## src/rtl/cpu_types_pkg.sv

```systemverilog
`default_nettype none
// ============================================================================
//  Module      : cpu_types_pkg
//  Description : Shared CPU-side types: the 32-bit word and the RAM status
//                code reported by the memory model to its requester.
//  Revision    : 1.0 - initial release
// ============================================================================
package cpu_types_pkg;

    // Native datapath word.
    typedef logic [31:0] word_t;

    // RAM status as seen by the arbiter.
    typedef enum logic [1:0] {
        FREE   = 2'd0,
        BUSY   = 2'd1,
        ACCESS = 2'd2,
        ERROR  = 2'd3
    } ramstate_t;

endpackage
`default_nettype wire

```

## src/rtl/mem_arbiter.sv

```systemverilog
`default_nettype none
// ============================================================================
//  Module      : mem_arbiter
//  Description : Arbitrates one single-ported RAM between an instruction
//                requester and a data requester. Ownership is granted from
//                IDLE with round-robin on ties; completion is signalled
//                combinationally in the cycle the RAM reports ACCESS. RAM
//                ERROR or a wait-counter timeout ends the access with a zero
//                load and sets the sticky memerr flag.
//  Revision    : 1.0 - initial release
//
//  Ports
//    CLK                 in   clock, rising edge
//    RST                 in   synchronous active-high reset
//    iREN, iaddr         in   instruction read request / word address
//    iload, iwait        out  instruction read data / stall
//    dREN, dWEN          in   data read / write requests
//    daddr, dstore       in   data address / write data
//    dload, dwait        out  data read data / stall
//    ramREN, ramWEN      out  RAM read / write strobes
//    ramaddr, ramstore   out  RAM address / write data
//    ramload             in   RAM read data
//    ramstate            in   RAM status (FREE, BUSY, ACCESS, ERROR)
//    memerr              out  sticky error/timeout flag, cleared by RST only
// ============================================================================
module mem_arbiter
    import cpu_types_pkg::*;
#(
    parameter int TIMEOUT = 255
) (
    input  logic      CLK,
    input  logic      RST,
    input  logic      iREN,
    input  word_t     iaddr,
    output word_t     iload,
    output logic      iwait,
    input  logic      dREN,
    input  logic      dWEN,
    input  word_t     daddr,
    input  word_t     dstore,
    output word_t     dload,
    output logic      dwait,
    output logic      ramREN,
    output logic      ramWEN,
    output word_t     ramaddr,
    output word_t     ramstore,
    input  word_t     ramload,
    input  ramstate_t ramstate,
    output logic      memerr
);

    typedef enum logic [1:0] {
        ST_IDLE = 2'd0,
        ST_IACC = 2'd1,
        ST_DACC = 2'd2
    } state_t;

    typedef enum logic {
        GRANT_INSTR = 1'b0,
        GRANT_DATA  = 1'b1
    } grant_t;

    // Counter value on the last cycle an access may wait.
    localparam logic [7:0] c_timeout_last = 8'(TIMEOUT - 1);

    state_t      r_state;
    grant_t      r_lastgrant;
    logic [7:0]  r_count;
    logic        r_memerr;

    logic        w_dreq;
    logic        w_owner_req;
    logic        w_hit;
    logic        w_fault;
    logic        w_expired;
    logic        w_done;

    assign w_dreq    = dREN | dWEN;
    assign w_hit     = (ramstate == ACCESS);
    assign w_fault   = (ramstate == ERROR);
    assign w_expired = (r_count == c_timeout_last);

    // The owner must still be requesting; a dropped request abandons the
    // access even if the RAM happens to answer in that same cycle.
    assign w_owner_req = (r_state == ST_IACC) ? iREN :
                         (r_state == ST_DACC) ? w_dreq : 1'b0;

    assign w_done = w_owner_req & (w_hit | w_fault | w_expired);

    assign memerr = r_memerr;

    // Output mux. RST gates everything so an access being aborted by reset
    // can never flash a completion in the reset cycle.
    always_comb begin
        ramREN   = 1'b0;
        ramWEN   = 1'b0;
        ramaddr  = '0;
        ramstore = '0;
        iwait    = 1'b1;
        dwait    = 1'b1;
        iload    = '0;
        dload    = '0;
        if (!RST) begin
            case (r_state)
                ST_IACC: begin
                    ramREN  = 1'b1;
                    ramaddr = iaddr;
                    if (w_done) begin
                        iwait = 1'b0;
                        iload = w_hit ? ramload : '0;
                    end
                end
                ST_DACC: begin
                    // A write takes precedence over a simultaneous read.
                    ramWEN   = dWEN;
                    ramREN   = dREN & ~dWEN;
                    ramaddr  = daddr;
                    ramstore = dstore;
                    if (w_done) begin
                        dwait = 1'b0;
                        dload = w_hit ? ramload : '0;
                    end
                end
                default: ;
            endcase
        end
    end

    // Grant FSM, wait counter and sticky error flag.
    always_ff @(posedge CLK) begin
        if (RST) begin
            r_state     <= ST_IDLE;
            r_lastgrant <= GRANT_INSTR;
            r_count     <= '0;
            r_memerr    <= 1'b0;
        end else begin
            case (r_state)
                ST_IDLE: begin
                    // Data goes first unless it was the last one served and
                    // instruction is also waiting.
                    if (w_dreq && (r_lastgrant == GRANT_INSTR || !iREN)) begin
                        r_state     <= ST_DACC;
                        r_lastgrant <= GRANT_DATA;
                        r_count     <= '0;
                    end else if (iREN) begin
                        r_state     <= ST_IACC;
                        r_lastgrant <= GRANT_INSTR;
                        r_count     <= '0;
                    end
                end
                ST_IACC, ST_DACC: begin
                    if (!w_owner_req || w_done) begin
                        r_state <= ST_IDLE;
                    end else begin
                        r_count <= r_count + 8'd1;
                    end
                    // Any completion without real data is an error.
                    if (w_done && !w_hit) begin
                        r_memerr <= 1'b1;
                    end
                end
                default: begin
                    r_state <= ST_IDLE;
                end
            endcase
        end
    end

endmodule
`default_nettype wire
```

## config.mk

```make
export PLATFORM = sky130hd
export DESIGN_NAME = mem_arbiter
export DESIGN_NICKNAME = d
export VERILOG_FILES = /design/src/rtl/cpu_types_pkg.sv /design/src/rtl/mem_arbiter.sv
export SDC_FILE = /design/constraint.sdc
export NUM_CORES = 1
export LEC_CHECK = 0
export ABC_CLOCK_PERIOD_IN_PS = 2750
export CAP_MARGIN = 10
export CORE_AREA = 2 2 105 107
export DETAILED_ROUTE_END_ITERATION = 16
export DIE_AREA = 0 0 107 109
export GPL_TIMING_DRIVEN = 0
export MAX_ROUTING_LAYER = met4
export SYNTH_ARGS = -nofsm -noshare
export SYNTH_HDL_FRONTEND = slang
export SYNTH_SLANG_ARGS = --single-unit
```

## constraint.sdc

```tcl
create_clock -name CLK -period 2.75 [get_ports CLK]
set_input_delay 0.55 -clock CLK [delete_from_list [all_inputs] [get_ports CLK]]
set_output_delay 0.55 -clock CLK [all_outputs]
set_load 0.02 [all_outputs]
```

==> results of run 1 <==
## flip-flops by register name, summed over array words and instances, names as in the netlist
signal,flops
r_count,8
r_state,2
memerr,1
r_lastgrant,1
## cell type report
type                    instances  area [sq um]
fillers                      1050          5800
repair buffers                269          2590
multi-input cells             235          1520
flip-flops and latches         12           243
plain buffers                  29           199
well taps                     140           175
clock buffers                   4          55.1
inverters                       8          30.0
## metal layers
layer	track usage, %	wire length [um]	up-vias
li1	-	-	1557
met1	18.9	4000	1403
met2	31.4	5620	171
met3	2.63	955	5
met4	2.78	57	0
met5	-	0	-
## logic make-up (layout without fill, tap and decap cells)
kind of cell	count (synthesis)	in the layout	share of synthesized area, %
adder cells (fa/ha/maj)	5	5	3.24
AO/OA/AOI/OAI	56	56	22.4
flip-flops	12	12	12.4
AND/OR/NAND/NOR	170	170	50.4
multiplexers	4	4	2.07
buffers and inverters	37	310	9.46
## worst paths after layout
kind                           startpoint                 endpoint  slack (ps)  cells after the start
setup / recovery  r_state[0]$_SDFFE_PP0P_             ramstore[29]          80                      7
hold / removal    r_count[7]$_SDFFE_PP0P_  r_count[7]$_SDFFE_PP0P_         460                      1
setup reg to reg  r_count[0]$_SDFFE_PP0P_  r_count[7]$_SDFFE_PP0P_         950                      8
hold reg to reg   r_count[7]$_SDFFE_PP0P_  r_count[7]$_SDFFE_PP0P_         460                      1
## power breakdown
group          internal (mW)  leakage, nW  total, mW  switching [mW]
logic                  0.333         2.73      0.607           0.274
registers              0.181       0.0981      0.187         0.00566
clock network          0.127       0.0288      0.203          0.0762
total                  0.641         2.86      0.997           0.356
## repair_timing
action                                  4_1_cts  5_1_grt
hold buffers                                  0        0
pin swaps                                     2        2
resized for setup                           285       48
endpoints found under the hold margin         0        0
endpoints found under the setup margin      130       95
setup buffers                                 2        1
## stage by stage
stage | area [sq um] | total power, mW | cells | worst slack (ps) | util (%)
after floorplan | 1930 | 0.465 | 284 | 543 | -
after global placement | 4770 | 0.792 | 690 | -655 | 45.0
after detailed placement | 4770 | 0.798 | 690 | -650 | 45.0
after CTS | 4710 | 1.00 | 696 | 0.128 | 44.4
after global routing | 4810 | 1.06 | 697 | -1.40 | 45.3
final | 4810 | 0.997 | 697 | 82.3 | 45.3
## synthesized netlist by cell type (all sizes together)
master	instances
and3	69
nor2	39
and2	34
a22oi	33
clkbuf	16
buf	13
dfxtp	12
nand2	9
inv	8
a21oi	7
o21ai	7
nor2b	6
ha	5
nand3	5
mux2i	4
a31oi	3
nor3b	2
a21boi	1
a311oi	1
and4	1
nand3b	1
nand4	1
nand4b	1
nor3	1
o211ai	1
o21a	1
o31ai	1
o32ai	1
or2	1
==> results by group, run 1 <==
Run status
  • Status: complete, no violations

STA
  • Setup tns final: 0 ps
  • Hold_ws: 457 ps
  • Setup Skew: 0.855 ps
  • Slew HR: 76.1%
  • Final min period: 2670 ps
  • Final setup vio count: 0
  • Hold Fails Final Rpt: 0
  • Max-slew violation count: 0
  • Tcrit/Tclk final: a little over nine tenths
  • Max Clk Rate: around 370 MHz
  • Worst-margin pin slew: 358 ps

Critical path
  • Delay-heaviest family, CP: buffers and inverters
  • Kind of critical path: register to output port
  • Slowest CP cell: clkdlybuf4s50_1
  • Startpoint Class: register
  • Critical path buffers and inverters: 4
  • Crit path arrival time: about 2100 ps
  • Crit-path max cell delay: approximately 600 ps
  • Crit path capture type: output port
  • Worst Path Required: 2200 ps
  • CP Cell Sequence: inv_2, ha_1, buf_6, nor2b_4, clkbuf_2, and2_1, clkdlybuf4s50_1
  • CP Max Fanout: 10

Global routing
  • Antenna violations before repair: 0
  • First-pass GRT wire length: 15.4 mm
  • Vias in the first global route: 3096
  • Total global routing overflow: 0
  • Largest net degree at the start of global routing: 11
  • Total Routing Usage GR: 16.7%

Synthesis
  • Mapped Nets: ~420
  • Top-area cell type share of the netlist area: between 20% and 30%
  • Synthesis-stage register bit count: 12
  • Cell area after synthesis: 1930 sq um
  • YS warnings: 0
  • Post-Syn Instances: approximately 280
  • Synth top area cells: and3_1 (22%), a22oi_1 (13%), dfxtp_1 (12%), and2_1 (11%), nor2_1 (7.4%)
  • Synth cell types: 42
  • Post-Syn Area per Cell: 6.80 sq um
  • Cell taking the most area after synthesis: and3_1
  • Seq/Total Area, Yosys: about 12%

Hold path
  • Worst Hold Class: register to register

Detailed routing
  • Antenna Violating Nets Remaining: 0
  • DR iter-0 viols: 176
  • Routed length per placed instance: between 15 and 20 um
  • DRC Markers: 0
  • Pre-antenna DRT Iters: 4
  • Via count: 3136
  • Avg Vias per Cell: 4.50
  • Post-Route WL: 10.6 mm

Power and ir drop
  • Worst IR drop on VDD: 0.000111 V
  • Leak: 2.86 nW
  • Pwr Density: 207 nW/um^2

Final layout
  • Commonest cells after routing, fill and taps aside: clkdlybuf4s50_1 (138), and3_1 (67), buf_2 (39)
  • N_diodes: 0
  • Nets: approximately 700
  • Layout cell share with drive strength beyond 1: 20.5%
  • Synth-to-Final Area Change: 149%
  • Commonest non-fill, non-tap cell in the layout: clkdlybuf4s50_1

Clock tree
  • Clock buffer depth: 2
  • Clock-pin slew on the worst setup and hold paths: 60 ps
  • Clk Latency, worst-skew pair: 250 ps
  • CTS tree: built
  • H-tree depth: 1
  • Total CTS buffers: 3
  • CTS Root Cell: clkbuf_8
  • Clock Sinks: 12

Die
  • Die height: 109 um
  • Die area: roughly 12000 sq um
  • Die Wd: 107 um
  • Starting density of the core: ~18%
  • Ports: 268
  • Core Region: 10600 sq um
  • Rows: 38

Placement
  • Hpwl dp: 8.83 mm
  • PortBufs: 266
  • Routability congestion estimate: 0.782

Job
  • Max-cap viol count: 0
Note: power is estimated with default switching activity, not from simulation.
==> run 2: changes to the inputs <==
--- a/config.mk
+++ b/config.mk
@@ -12,6 +12,8 @@
 export DIE_AREA = 0 0 107 109
 export GPL_TIMING_DRIVEN = 0
 export MAX_ROUTING_LAYER = met4
+export RECOVER_POWER = 50
 export SYNTH_ARGS = -nofsm -noshare
 export SYNTH_HDL_FRONTEND = slang
 export SYNTH_SLANG_ARGS = --single-unit
+export TNS_END_PERCENT = 5
==> run 2 against run 1 <==
Routed wire length fell by 0.10%; via count hardly changed; flip-flop and latch count unchanged; global-route usage barely moved; clock skew hardly changed; sequential power hardly changed; largest cell class unchanged.
==> results by group, run 2 (synthesized netlist as in run 1, its figures left out) <==
Final layout
  • Largest regs: r_count x8, r_state x2 (unchanged)
  • Multi-input logic area: 1500 sq um (was 1520 sq um)
  • N_diodes: 0 (unchanged)
  • Seq. cell area: 241 sq um (was 243 sq um)
  • Layout Cells excl Fill: 695 (was 697)
  • Layout cell share with drive strength beyond 1: 19.3% (was 20.5%)
  • Finished Cell Area: 4650 sq um (was 4810 sq um)
  • Largest register FFs: 8 (unchanged)
  • # fillers: 1067 (was 1050)
  • Finished Core Util: 43.9% (was 45.3%)
  • Commonest cells after routing, fill and taps aside: clkdlybuf4s50_1 (136), and3_1 (68), buf_2 (51) (was clkdlybuf4s50_1 (138), and3_1 (67), buf_2 (39))
  • Synth-to-Final Area Change: 141% (was 149%)
  • Nets: 696 (was 698)
  • Commonest non-fill, non-tap cell in the layout: clkdlybuf4s50_1 (unchanged)
  • Reg with most FFs: r_count (unchanged)

Critical path
  • Critical Path Source: r_state[0]$_SDFFE_PP0P_ (unchanged)
  • Top cell by count, worst path: buf_4
  • Crit path capture type: output port (unchanged)
  • CP endpoint: dload[9] (was ramstore[29])
  • Reg2reg end: r_count[2]$_SDFFE_PP0P_ (was r_count[7]$_SDFFE_PP0P_)
  • Critical path buffers and inverters: 4 (unchanged)
  • CP Cell Sequence: inv_2, ha_1, buf_4, o21ai_2, o21a_4, nor2_4, and2_4, buf_4, and3_1, clkdlybuf4s15_2 (was inv_2, ha_1, buf_6, nor2b_4, clkbuf_2, and2_1, clkdlybuf4s50_1)
  • Kind of critical path: register to output port (unchanged)
  • Startpoint Class: register (unchanged)
  • Slowest CP cell: dfxtp_1 (was clkdlybuf4s50_1)
  • Worst R2R Path Depth: 7 (was 8)
  • CP Max Fanout: 10 (unchanged)
  • R2R Path Start: r_count[1]$_SDFFE_PP0P_ (was r_count[0]$_SDFFE_PP0P_)
  • Crit path arrival time: 2140 ps (was 2120 ps)
  • Reg2Reg Setup Slack: 650 ps (was 950 ps)
  • Crit-path max cell delay: 320 ps (was 600 ps)
  • Worst Path Required: 2200 ps (about the same)
  • Worst path depth: 10 (was 7)
  • Delay-heaviest family, CP: buffers and inverters (unchanged)

Clock tree
  • H-tree depth: 1 (unchanged)
  • Clock Sinks: 12 (unchanged)
  • Clock-pin slew on the worst setup and hold paths: 60 ps (about the same)
  • CTS tree: built (unchanged)
  • Clock buffer depth: 2 (unchanged)
  • CTS Hold Bufs: 0 (unchanged)
  • CTS Root Cell: clkbuf_8 (unchanged)
  • Total CTS buffers: 3 (unchanged)
  • Clk Latency, worst-skew pair: 250 ps (about the same)

STA
  • Hold Fails Final Rpt: 0 (unchanged)
  • Setup tns final: 0 ps (unchanged)
  • Worst Setup Slack, final: 58.8 ps (was 82.3 ps)
  • Final setup vio count: 0 (unchanged)
  • Setup Skew: 1.08 ps (was 0.855 ps)
  • RSZ-0062 raised after global routing: true
  • Slew HR: 48.5% (was 76.1%)
  • Final min period: 2690 ps (was 2670 ps)
  • Tcrit/Tclk final: 97.9% (was 97.0%)
  • Max Clk Rate: 372 MHz (was 375 MHz)
  • Worst-margin pin slew: 769 ps (was 358 ps)
  • Max-slew violation count: 0 (unchanged)

Detailed routing
  • Routed length per placed instance: 15.3 um (about the same)
  • Antenna Violating Nets Remaining: 0 (unchanged)
  • Pre-antenna DRT Iters: 4 (unchanged)
  • Via count: 3134 (was 3136)
  • DR iter-0 viols: 208 (was 176)
  • Post-Route WL: 10.6 mm (about the same)
  • Avg Vias per Cell: 4.51 (was 4.50)
  • DRC Markers: 0 (unchanged)

Power and ir drop
  • Pint: 631 uW (was 641 uW)
  • Clock power frac: 20.7% (was 20.4%)
  • Leak: 2.86 nW (about the same)
  • Pwr Density: 210 nW/um^2 (was 207 nW/um^2)
  • Logic pwr share: 60.3% (was 60.9%)
  • Switch share: 35.5% (was 35.7%)
  • Flop pwr share: 19.1% (was 18.7%)
  • Worst IR drop on VDD: 0.000110 V (was 0.000111 V)
  • Net load switching power: 347 uW (was 356 uW)

Placement
  • Hpwl dp: 8.83 mm (unchanged)
  • Pre-CTS WS: -650 ps (unchanged)
  • Routability congestion estimate: 0.782 (unchanged)
  • Dpl cells: 690 (unchanged)
  • PortBufs: 266 (unchanged)
  • Area after DPL: 4770 sq um (unchanged)

Run status
  • Status: complete, no violations (unchanged)

Die
  • Ports: 268 (unchanged)
  • Core Region: 10600 sq um (unchanged)
  • Die Wd: 107 um (unchanged)
  • Rows: 38 (unchanged)
  • Die area: 11700 sq um (unchanged)
  • Starting density of the core: 18.2% (unchanged)
  • Die height: 109 um (unchanged)

Global routing
  • Total Routing Usage GR: 16.7% (about the same)
  • Total global routing overflow: 0 (unchanged)
  • Largest net degree at the start of global routing: 11 (unchanged)
  • Vias in the first global route: 3082 (was 3096)
  • Antenna violations before repair: 0 (unchanged)
  • First-pass GRT wire length: 15.3 mm (was 15.4 mm)

Hold path
  • Worst Hold Class: register to register (unchanged)

Job
  • Max-cap viol count: 0 (unchanged)
-- run 2: cell types whose count changed in the layout (fill, tap and decap cells not counted), moves of 2 or more --
cell             change
clkdlybuf4s15_2     -13
buf_2               +12
clkbuf_2             +5
buf_4                -4
clkbuf_1             +3
o21ai_0              +3
o21ai_1              -3
clkbuf_4             -2
clkdlybuf4s50_1      -2
-- run 2: worst reg2reg max path, stage by stage (launching register included) --
cell      delay [ps]
dfxtp_1          400
ha_1             180
and4_1           240
a21oi_4           80
clkbuf_1         130
a31oi_1          650
o21ai_0          220
mux2i_1          150
-- run 2: repair_timing --
action	CTS	global route
pin swaps	2	1
hold endpoints to repair	0	0
gates resized for setup	279	56
endpoints found under the setup margin	130	97
buffers inserted	1	0
gates cloned	0	0
-- run 2: final cells by class --
class | instances | share of cell area, %
Tap cell | 140 | 3.76
Clock buffer | 4 | 1.18
Multi-Input combinational cell | 235 | 32.2
Timing Repair Buffer | 267 | 52.9
Sequential cell | 12 | 5.19
Inverter | 8 | 0.645
Buffer | 29 | 4.06
-- run 2: power by group through the flow --
stage,clock [mW],sequential (mW),combinational [mW]
2_1_floorplan,0,0.189,0.276
3_3_place_gp,0,0.189,0.603
3_5_place_dp,0,0.190,0.608
4_1_cts,0.205,0.186,0.611
5_1_grt,0.213,0.187,0.642
6_report,0.202,0.187,0.589
-- run 2: layer usage --
layer  share of wire [%]  global-route usage (%)  vias to the layer above
li1                    -                       -                     1553
met1                  38                    18.9                     1397
met2                  53                    31.4                      179
met3                 9.0                    2.57                        5
met4                0.54                    2.78                        0
met5                   0                       -                        -
-- run 2: through the flow --
step | hold WS (ps) | power, mW
global placement | 442 | 0.792
global route | 482 | 1.04
floorplan | 432 | 0.465
CTS | 459 | 1.00
finish | 457 | 0.978
detailed placement | 451 | 0.798
-- run 2: how the worst min path moves through the flow --
| stage | startpoint | end | depth (start not counted) |
|---|---|---|---|
| floorplan | r_count[7]$_SDFFE_PP0P_ | r_count[7]$_SDFFE_PP0P_ | 1 |
| global placement | r_count[7]$_SDFFE_PP0P_ | r_count[7]$_SDFFE_PP0P_ | 1 |
| detailed placement | r_count[7]$_SDFFE_PP0P_ | r_count[7]$_SDFFE_PP0P_ | 1 |
| CTS | r_count[7]$_SDFFE_PP0P_ | r_count[7]$_SDFFE_PP0P_ | 1 |
| global route | r_count[7]$_SDFFE_PP0P_ | r_count[7]$_SDFFE_PP0P_ | 1 |
| finish | r_count[7]$_SDFFE_PP0P_ | r_count[7]$_SDFFE_PP0P_ | 1 |
==> edit 1, RTL diff (settings of run 1) <==
Put one more register stage on the output `memerr`, cleared by the reset. The value now appears one clock later. The other outputs are not delayed to match.
--- a/src/rtl/mem_arbiter.sv
+++ b/src/rtl/mem_arbiter.sv
@@ -87,7 +87,13 @@
 
     assign w_done = w_owner_req & (w_hit | w_fault | w_expired);
 
-    assign memerr = r_memerr;
+    always_ff @(posedge CLK) begin
+        if (RST) begin
+            memerr <= '0;
+        end else begin
+            memerr <= r_memerr;
+        end
+    end
 
     // Output mux. RST gates everything so an access being aborted by reset
     // can never flash a completion in the reset cycle.
Function: changed (a bounded check fails within 4 cycles, from zero or initial values and one cycle with RST high).
==> edit 1 against run 1 <==
  * Global-route usage increased by 1.4 points
  * Count of clock-buffer cells in the layout unchanged
  * Sequential cell count increased by 1
  * Power shrank 4.3%
  * Via count rose by 0.22%
  * Worst setup slack got worse by 1.7 ps
  * Design area decreased by 3.9%
  * Routed wire length rose by 6.7%
  * Area after synthesis down 2.2%
  * Largest cell class unchanged
==> edit 1: results <==
INSERT INTO impl_metrics (metric_group, metric, value, unit) VALUES
('power', 'internal-power', '0.607', 'mW'),
('placement', 'io_buffers', '267', ''),
('setup_path', 'critical_path.startpoint', 'dREN', ''),
('synthesis', 'synth_adder_area_share', '0.0331', ''),
('synthesis', 'syn_nets', '422', ''),
('finish', 'seq_area', '260', 'µm²'),
('power', 'power.share.sequential', '0.210', ''),
('finish', 'multi_input_area_share', '0.325', ''),
('sta', 'slew_headroom', '0.676', ''),
('placement', 'placement.cell_area', '4740', 'µm²'),
('finish', 'non_clock_buffer_area_share', '0.566', ''),
('worst_hold_path', 'hp-start', 'r_memerr', ''),
('placement', 'dp.final_hpwl', '9500', 'µm'),
('status', 'status', 'finished clean', ''),
('synthesis', 'synth_cell_type_count', '41', ''),
('grt', 'grt_pass1_vias', '2939', ''),
('finish', 'comb.multi_input.count', '233', ''),
('power', 'combPwrFrac', '0.602', ''),
('grt', 'gr-usage-met1', '0.212', ''),
('placement', 'gp_congestion', '0.807', ''),
('grt', 'grt_pass1_wl', '16100', 'µm'),
('synthesis', 'synth.yosys.seq_area_share', '0.138', ''),
('synthesis', 'netlist_top_cells_count', 'sky130_fd_sc_hd__and3_1, sky130_fd_sc_hd__nor2_1, sky130_fd_sc_hd__and2_1', ''),
('drt', 'first_pass_iters', '5', ''),
('finish', 'inverters', '7', ''),
('placement', 'place_inst', '689', ''),
('synthesis', 'syn-instance-count', '282', '');
## edit 1: cell count changes after synthesis, moves of 3 or more
cell / run 1 / this run
sky130_fd_sc_hd__o21ai_1: 4 / 7
sky130_fd_sc_hd__buf_6: 5 / 0
sky130_fd_sc_hd__inv_1: 8 / 5
sky130_fd_sc_hd__buf_1: 3 / 0
sky130_fd_sc_hd__buf_2: 5 / 11
sky130_fd_sc_hd__nand2b_1: 0 / 3
sky130_fd_sc_hd__mux2i_1: 4 / 1
## edit 1: timing repair
item	4_1_cts	5_1_grt
buffers inserted	4	0
resized for setup	347	38
gates cloned	0	0
endpoints found under the setup margin	132	78
pin swaps	1	0
## edit 1: worst paths after layout
kind	depth (start not counted)	to	slack, ps
setup / recovery	7	dload[24]	80
hold / removal	1	memerr	470
setup reg to reg	9	r_count[4]	790
hold reg to reg	1	memerr	470
==> edit 2, RTL diff (settings of run 1) <==
Without the edit above. Change the parameter `TIMEOUT` from 255 to 128.
--- a/src/rtl/mem_arbiter.sv
+++ b/src/rtl/mem_arbiter.sv
@@ -26,7 +26,7 @@
 module mem_arbiter
     import cpu_types_pkg::*;
 #(
-    parameter int TIMEOUT = 255
+    parameter int TIMEOUT = 128
 ) (
     input  logic      CLK,
     input  logic      RST,
Formal check against the unedited RTL: no difference found for any inputs over 10 cycles, from zero or initial values and one cycle with RST high; that may be too few to reach the edited logic, so the function may still have changed.
==> edit 2 against run 1 <==
  * Power rose by 5.8%
  * Critical path depth is 1 higher
  * Routed wire length up 7.7%
  * Design area shrank 0.16%
  * Worst setup slack better by 14 ps
  * Fmax increased by 0.53%
  * Area after synthesis is 3.0% higher
  * Sequential cell count unchanged
  * Largest power group unchanged
==> edit 2: results <==
INSERT INTO impl_metrics (metric_group, metric, value, unit) VALUES
('status', 'status', 'finished clean', ''),
('setup_path', 'worst_path_largest_cell_delay', '370', 'ps'),
('synthesis', 'syn-mean-instance-area', '6.72', 'µm²'),
('finish', 'num-fill-cells', '1093', ''),
('worst_hold_path', 'hold_path_depth', '2', ''),
('synthesis', 'synth_compound_area_frac', '0.257', ''),
('synthesis', 'synth_cell_type_count', '44', ''),
('finish', 'drive_above_1_share', '0.210', ''),
('setup_path', 'rr_startpoint', 'r_state[0]', ''),
('placement', 'post_placement_setup_slack', '-852', 'ps'),
('placement', 'place_inst', '702', ''),
('power', 'largest_vdd_supply_drop', '0.161', 'mV'),
('synthesis', 'synth_adder_area_share', '0.0252', ''),
('drt', 'routed_length_on_met2', '5850', 'µm'),
('grt', 'grt_pass1_vias', '3088', ''),
('sta', 'worst-slew-pin-transition', '589', 'ps'),
('worst_hold_path', 'holdPathEnd', 'r_state[1]', ''),
('setup_path', 'timing.rr.end', 'r_count[6]', ''),
('drt', 'drtIter0Drc', '190', ''),
('placement', 'gp_congestion', '0.899', ''),
('finish', 'design.final.nets', '717', ''),
('setup_path', 'worstPathMaxFanout', '6', ''),
('synthesis', 'syn_nets', '435', ''),
('setup_path', 'r2r_setup_slack', '770', 'ps'),
('synthesis', 'synth.yosys.seq_area_share', '0.121', ''),
('setup_path', 'reg2regPathDepth', '9', '');
-- edit 2: changes by cell type after synthesis, moves of 4 or more --
cell and delta:
sky130_fd_sc_hd__nand4_1 +5, sky130_fd_sc_hd__o311ai_0 +7, sky130_fd_sc_hd__nor2b_1 -4, sky130_fd_sc_hd__a31oi_1 +6
sky130_fd_sc_hd__nand2_1 -4, sky130_fd_sc_hd__clkbuf_1 +9
-- edit 2: stage by stage --
| stage | hold slack, ps | setup TNS [ps] | cell area, µm² |
|---|---|---|---|
| 2_1_floorplan | 466 | 0 | 1990 |
| 3_3_place_gp | 471 | -61330 | 4830 |
| 3_5_place_dp | 485 | -63210 | 4830 |
| 4_1_cts | 511 | 0 | 4720 |
| 5_1_grt | 530 | 0 | 4800 |
| 6_report | 503 | 0 | 4800 |
-- edit 2: final cells by class --
cell class / count / share of cell area
clock buffers: 4 / 0.0115
multi-input cells: 241 / 0.331
well taps: 140 / 0.0365
flip-flops and latches: 12 / 0.0516
inverters: 10 / 0.00782
repair buffers: 279 / 0.516
plain buffers: 31 / 0.0451
-- edit 2: how the worst max path moves through the flow --
| stage | startpoint | endpoint | slack, ps | cells past startpoint |
|---|---|---|---|---|
| floorplan | RST | dload[10] | 420 | 5 |
| global placement | dWEN | iload[21] | -820 | 7 |
| detailed placement | dWEN | dload[11] | -850 | 7 |
| CTS | r_count[0] | iload[3] | 3 | 10 |
| global route | r_state[0] | ramstore[10] | 2 | 7 |
| finish | r_count[0] | iload[31] | 100 | 8 |
-- edit 2: repair_timing --
action | CTS | global route
endpoints found under the hold margin | 0 | 0
endpoints found under the setup margin | 131 | 116
buffers inserted | 5 | 7
gates resized for setup | 317 | 22
pin swaps | 2 | 1
gates cloned | 1 | 0
-- edit 2: metal layers --
layer  track usage  vias to the layer above
li1              -                     1655
met1         0.229                     1551
met2         0.317                      129
met3        0.0275                        7
met4        0.0176                        0
met5             -                        -
-- edit 2: report_power, final --
| part | total (mW) | leakage, nW | internal (mW) | switching, mW |
|---|---|---|---|---|
| combinational | 0.668 | 2.17 | 0.353 | 0.315 |
| clock | 0.199 | 0.0288 | 0.127 | 0.0726 |
| sequential | 0.188 | 0.0993 | 0.182 | 0.00620 |
-- edit 2: worst reg2reg max path: cells and delay by family, from the launching register on --
| kind | cells | cell delay (ps) |
|---|---|---|
| AO/OA/AOI/OAI | 4 | 850 |
| buffers and inverters | 4 | 520 |
| flip-flops | 1 | 320 |
| adder cells (fa/ha/maj) | 1 | 150 |
-- edit 2: kinds of logic after synthesis --
kind of cell / count (synthesis)
simple gates: 169
compound gates: 67
buf+inv: 43
flops: 12
fa+ha+maj: 4
mux: 1
